[src/rtl/overlap_add_mc.sv]
// overlap_add_mc
// Multi-channel overlap-add stage for the IMDCT back end.
// Each input block is 2*HALF_LEN signed samples for one channel. The first
// half of the block is summed with the stored second half of that channel's
// previous block and emitted as PCM. The second half of the block is stored
// as the new history for that channel.
//
// Ports
//   clk, reset                 clock, synchronous active-high reset
//   in_overlap_pcmSample       IMDCT sample (signed, DATA_W)
//   in_overlap_channel         block channel, sampled on the first beat only
//   in_overlap_firstSequence   first beat only: treat channel history as zero
//   in_overlap_valid/ready     input handshake
//   out_overlap_pcmSample      overlap-added PCM sample (signed, DATA_W)
//   out_overlap_channel        channel of the output sample
//   out_overlap_last           last output sample of a block
//   out_overlap_valid/ready    output handshake
module overlap_add_mc #(
   parameter int DATA_W   = 32,
   parameter int HALF_LEN = 18,
   parameter int CHANNELS = 2,
   parameter int SATURATE = 1,
   parameter int CH_W     = (CHANNELS > 1) ? $clog2(CHANNELS) : 1
) (
   input  logic                     clk,
   input  logic                     reset,
   input  logic signed [DATA_W-1:0] in_overlap_pcmSample,
   input  logic [CH_W-1:0]          in_overlap_channel,
   input  logic                     in_overlap_firstSequence,
   input  logic                     in_overlap_valid,
   output logic                     in_overlap_ready,
   output logic signed [DATA_W-1:0] out_overlap_pcmSample,
   output logic [CH_W-1:0]          out_overlap_channel,
   output logic                     out_overlap_last,
   output logic                     out_overlap_valid,
   input  logic                     out_overlap_ready
);

   localparam int A_W = (HALF_LEN > 1) ? $clog2(HALF_LEN) : 1;
   localparam logic [A_W-1:0] IDX_LAST = A_W'(HALF_LEN - 1);
   localparam logic [DATA_W-1:0] SAT_MAX = {1'b0, {(DATA_W-1){1'b1}}};
   localparam logic [DATA_W-1:0] SAT_MIN = {1'b1, {(DATA_W-1){1'b0}}};

   // Beat counter k is kept as {second_half, idx}: idx addresses the history
   // entry directly in both halves, so no subtraction is needed.
   logic                 second_half;
   logic [A_W-1:0]       idx;
   logic [CH_W-1:0]      cur_ch;
   logic                 cur_clear;
   logic [CHANNELS-1:0]  hist_valid;
   logic signed [DATA_W-1:0] hist [CHANNELS][HALF_LEN];

   logic                 accept;
   logic                 block_start;
   logic                 idx_wrap;
   logic [CH_W-1:0]      blk_ch;
   logic                 blk_clear;
   logic signed [DATA_W-1:0] hist_rd;
   logic [DATA_W:0]      sum_wide;
   logic [DATA_W-1:0]    sum_res;

   assign in_overlap_ready = second_half || !out_overlap_valid || out_overlap_ready;
   assign accept           = in_overlap_valid && in_overlap_ready;
   assign block_start      = !second_half && (idx == '0);
   assign idx_wrap         = (idx == IDX_LAST);

   // On the first beat the latched channel/clear are not yet loaded, so the
   // live inputs are used for that beat's history lookup.
   assign blk_ch    = block_start ? in_overlap_channel : cur_ch;
   assign blk_clear = block_start ? (in_overlap_firstSequence || !hist_valid[in_overlap_channel])
                                  : cur_clear;

   always_comb begin
      hist_rd  = blk_clear ? '0 : hist[blk_ch][idx];
      sum_wide = {in_overlap_pcmSample[DATA_W-1], in_overlap_pcmSample}
               + {hist_rd[DATA_W-1], hist_rd};
      sum_res  = sum_wide[DATA_W-1:0];
      // Overflow when the extra sign bit disagrees with the result sign.
      if ((SATURATE != 0) && (sum_wide[DATA_W] != sum_wide[DATA_W-1])) begin
         sum_res = sum_wide[DATA_W] ? SAT_MIN : SAT_MAX;
      end
   end

   always_ff @(posedge clk) begin
      if (reset) begin
         second_half           <= 1'b0;
         idx                   <= '0;
         cur_ch                <= '0;
         cur_clear             <= 1'b0;
         hist_valid            <= '0;
         out_overlap_valid     <= 1'b0;
         out_overlap_pcmSample <= '0;
         out_overlap_channel   <= '0;
         out_overlap_last      <= 1'b0;
      end else begin
         if (out_overlap_valid && out_overlap_ready) begin
            out_overlap_valid <= 1'b0;
         end
         if (accept) begin
            if (idx_wrap) begin
               idx         <= '0;
               second_half <= !second_half;
            end else begin
               idx <= idx + 1'b1;
            end
            if (block_start) begin
               cur_ch    <= in_overlap_channel;
               cur_clear <= blk_clear;
            end
            if (!second_half) begin
               out_overlap_valid     <= 1'b1;
               out_overlap_pcmSample <= sum_res;
               out_overlap_channel   <= blk_ch;
               out_overlap_last      <= idx_wrap;
            end else if (idx_wrap) begin
               hist_valid[cur_ch] <= 1'b1;
            end
         end
      end
   end

   // History contents are deliberately not reset; hist_valid gates them.
   always_ff @(posedge clk) begin
      if (!reset && accept && second_half) begin
         hist[cur_ch][idx] <= in_overlap_pcmSample;
      end
   end

endmodule
[config.mk]
export PLATFORM = sky130hd
export DESIGN_NAME = overlap_add_mc
export DESIGN_NICKNAME = d
export VERILOG_FILES = /design/src/rtl/overlap_add_mc.sv
export SDC_FILE = /design/constraint.sdc
export NUM_CORES = 1
export LEC_CHECK = 0
export CORE_UTILIZATION = 40
export CTS_BUF_LIST = sky130_fd_sc_hd__clkbuf_8
export DETAILED_ROUTE_END_ITERATION = 10
export SYNTH_ARGS = -nofsm -noshare
export SYNTH_HDL_FRONTEND = slang
export SYNTH_SLANG_ARGS = --single-unit
[constraint.sdc]
create_clock -name clk -period 5.45 [get_ports clk]
set_clock_uncertainty 0.1 [all_clocks]
set_input_delay 1.09 -clock clk [delete_from_list [all_inputs] [get_ports clk]]
set_output_delay 1.09 -clock clk [all_outputs]
set_load 0.02 [all_outputs]
==> metrics.txt <==
critical path launch point type register; I/O pins 74; Net Switching roughly 4.8 mW; share of the synthesized area in the top cell type 0.721; fin util 0.484; Slew headroom 0.418; vias in the first global route 26,632; ys async rst share 0; CTS tree done; Non-Filler Instances between 4,000 and 5,000; share of layout cells above drive strength 1 0.336; wire per inst ~30 um; Iter 0 DRT Violations about 3,000; height of the die between 300 and 400 um; Main synth FF type edfxtp_1; syn_nets 2,427; final setup violation count 0; Post-Synthesis Cells 2,352; ANT nets after route 0; die width between 300 and 400 um; worst path arrival time just under 6000 ps; Mapped Area about 48,000 um2; Clock transition at path regs ~60 ps; Root Buffer clkbuf_8; CTS sink cnt about 1,200; final worst slack 114 ps; worst-path fanout max 15; combinational share of power 0.120; Peak Freq roughly 0.19 GHz; Yosys reg bits 1,197; Min Hold Slack 379 ps; Distinct cells, synth 65; fillcell total 9,813; critical path class reg -> reg; sequential share of the synthesized area 0.740; CORE AREA 119,000 um2; PortBufs 73; first-pass GRT wire length 191,000 um; number of enable flip-flop cells after synthesis 1,152; Max Cap Viol 0; DRT Wirelength between 100,000 and 150,000 um; Max Slew Vio Count 0; placed insts approximately 4,200; PwrDens about 340 nW/um2; CTS H-Tree Depth 4; Die Area 121,000 um2; clock network power share 0.361; required time worst endpoint approximately 6100 ps; crit end category register; largest net degree at the start of global routing 73; pre-CTS worst setup slack -794 ps; Peak VDD IR ~200 uV; DR pass1 iterations 6; run status finished, final reports clean; Critical path origin idx[4]$_SDFFE_PP0P_; antenna violations before repair 2; via density per instance between 5 and 6; minimum clock period between 5000 and 6000 ps; nets approximately 2,900; min-delay src hist_valid[0]$_SDFFE_PP0P_; Mapped Avg Cell Area approximately 20 um2; most frequent cells in the layout edfxtp_1 (1,152), mux4_2 (318), buf_4 (278); synth top area cells edfxtp_1 (72%), mux4_2 (15%), dfxtp_1 (1.9%); Final Wtd Congestion 0.899; final hold viol count 0; Num CTS Buffers about 190; Leakage ~19 nW; crit share post-route 0.979; internal power 14.8 mW; GRT overflow 0; clock buffer depth 3; Switching Fraction 0.245; vias post-DR 26,047; Hold Crit Class reg -> reg; Starting Density 0.405; area leader, netlist edfxtp_1; # DRC 0; Slew @ Worst Pin about 870 ps; worst r2r src idx[4]$_SDFFE_PP0P_; clk_lat worst skew between 800 and 900 ps; synthesis-to-finish area growth 19.5%; Syn. warnings 0; most common cell after layout, fill and taps aside edfxtp_1; Sequential Area between 30,000 and 40,000 um2; Tot GR Track Use 0.224; part of the power in registers 0.519; dpl hpwl a little over 80,000 um; Cell Rows 126; multi-input logic area between 10,000 and 15,000 um2
==> worst paths after layout <==
| path | endpoint | cells past startpoint | slack (ps) |
|---|---|---|---|
| setup / recovery | out_overlap_pcmSample[10]$_SDFFE_PP0P_ | 21 | 110 |
| hold / removal | hist_valid[0]$_SDFFE_PP0P_ | 2 | 380 |
| setup reg to reg | out_overlap_pcmSample[10]$_SDFFE_PP0P_ | 21 | 110 |
| hold reg to reg | hist_valid[0]$_SDFFE_PP0P_ | 2 | 380 |
==> worst max-delay path: stages, from the launching register on <==
cell and delay (ps):
dfxtp_2 330, nor3_4 210, nand2_1 120, nor2_4 140, mux2i_4 280, buf_12 200
buf_12 160, buf_12 160, mux4_2 320, mux4_2 520, nor2_1 270, a211oi_2 90
ha_1 310, buf_4 170, a2111oi_1 390, or3_1 160, o31a_1 270, o2111ai_2 170
a21o_4 300, clkbuf_16 180, a31oi_2 200, a211oi_1 100
==> metrics by stage <==
step / cell area, um2 / TNS, ps / power [mW]
2_1_floorplan: 48000 / 0 / 11.6
3_3_place_gp: 53200 / -24900 / 12.5
3_5_place_dp: 53200 / -23950 / 12.5
4_1_cts: 56700 / 0 / 19.6
5_1_grt: 57400 / -15.9 / 20.2
6_report: 57400 / 0 / 19.5
==> state kept, by name, indices dropped and copies added (netlist names) <==
signal,count
out_overlap_channel,1
idx,5
out_overlap_pcmSample,32
out_overlap_last,1
hist_valid,2
cur_clear,1
out_overlap_valid,1
second_half,1
hist,1152
cur_ch,1
==> final cells by class <==
type                       count  area share
antenna                        2   0.0000873
clock buffer                 200      0.0480
clock inverter               150      0.0129
inverter                      18     0.00122
multi-input combinational   1002       0.215
sequential                  1197       0.619
tap                         1600      0.0349
timing repair buffer         409      0.0687
==> power by group through the flow <==
stage          registers (mW)  clock network [mW]  logic (mW)
6_report                 10.1                7.06        2.35
5_1_grt                  10.1                7.61        2.50
4_1_cts                  10.1                7.21        2.21
3_5_place_dp             10.3                   0        2.20
3_3_place_gp             10.3                   0        2.16
2_1_floorplan            10.4                   0        1.19
==> timing repair <==
| item | 4_1_cts | 5_1_grt |
|---|---|---|
| pin swaps | 1 | 36 |
| gates resized for setup | 9 | 66 |
| cloned | 0 | 7 |
| setup endpoints to repair | 32 | 32 |
| buffers inserted | 1 | 17 |
| hold buffers | 0 | 0 |
==> metal layers <==
layer,wire length [um],track usage,vias up
li1,-,-,10849
met1,55300,0.301,13758
met2,64900,0.356,1200
met3,11600,0.0559,240
met4,4240,0.0779,0
met5,0,0,-
==> cell usage after synthesis (4+ instances only) <==
library cell and n:
and2_1 7, o211ai_1 28, buf_2 29, mux2i_1 69, xnor2_1 18, a21o_1 17, mux4_2 318, o31ai_1 4
buf_6 10, clkbuf_1 73, xor2_1 10, a221o_1 29, a211oi_1 43, ha_1 36, buf_4 9, nand2_1 97
inv_1 17, and3_1 11, a311oi_1 25, nor3_1 21, o21ai_0 12, nor2_1 124, nand4_1 7, or2_2 4
a21oi_1 36, nand3_1 22, a31oi_1 10, buf_1 14, dfxtp_1 45, edfxtp_1 1152
==> cells by family (layout without fill, tap and decap cells) <==
| group | after synthesis | count (layout) | share of synthesized area |
|---|---|---|---|
| and+or+nand+nor | 308 | 308 | 0.0281 |
| adders and majority gates | 37 | 37 | 0.00981 |
| AOI/OAI and AO/OA | 241 | 241 | 0.0380 |
| xor gates and xnor gates | 28 | 28 | 0.00511 |
| buffers and inverters | 153 | 777 | 0.0150 |
| muxes | 388 | 388 | 0.164 |
| DFF | 1197 | 1197 | 0.740 |
| other | 0 | 2 | 0 |
(Power assumes the default switching activity.)
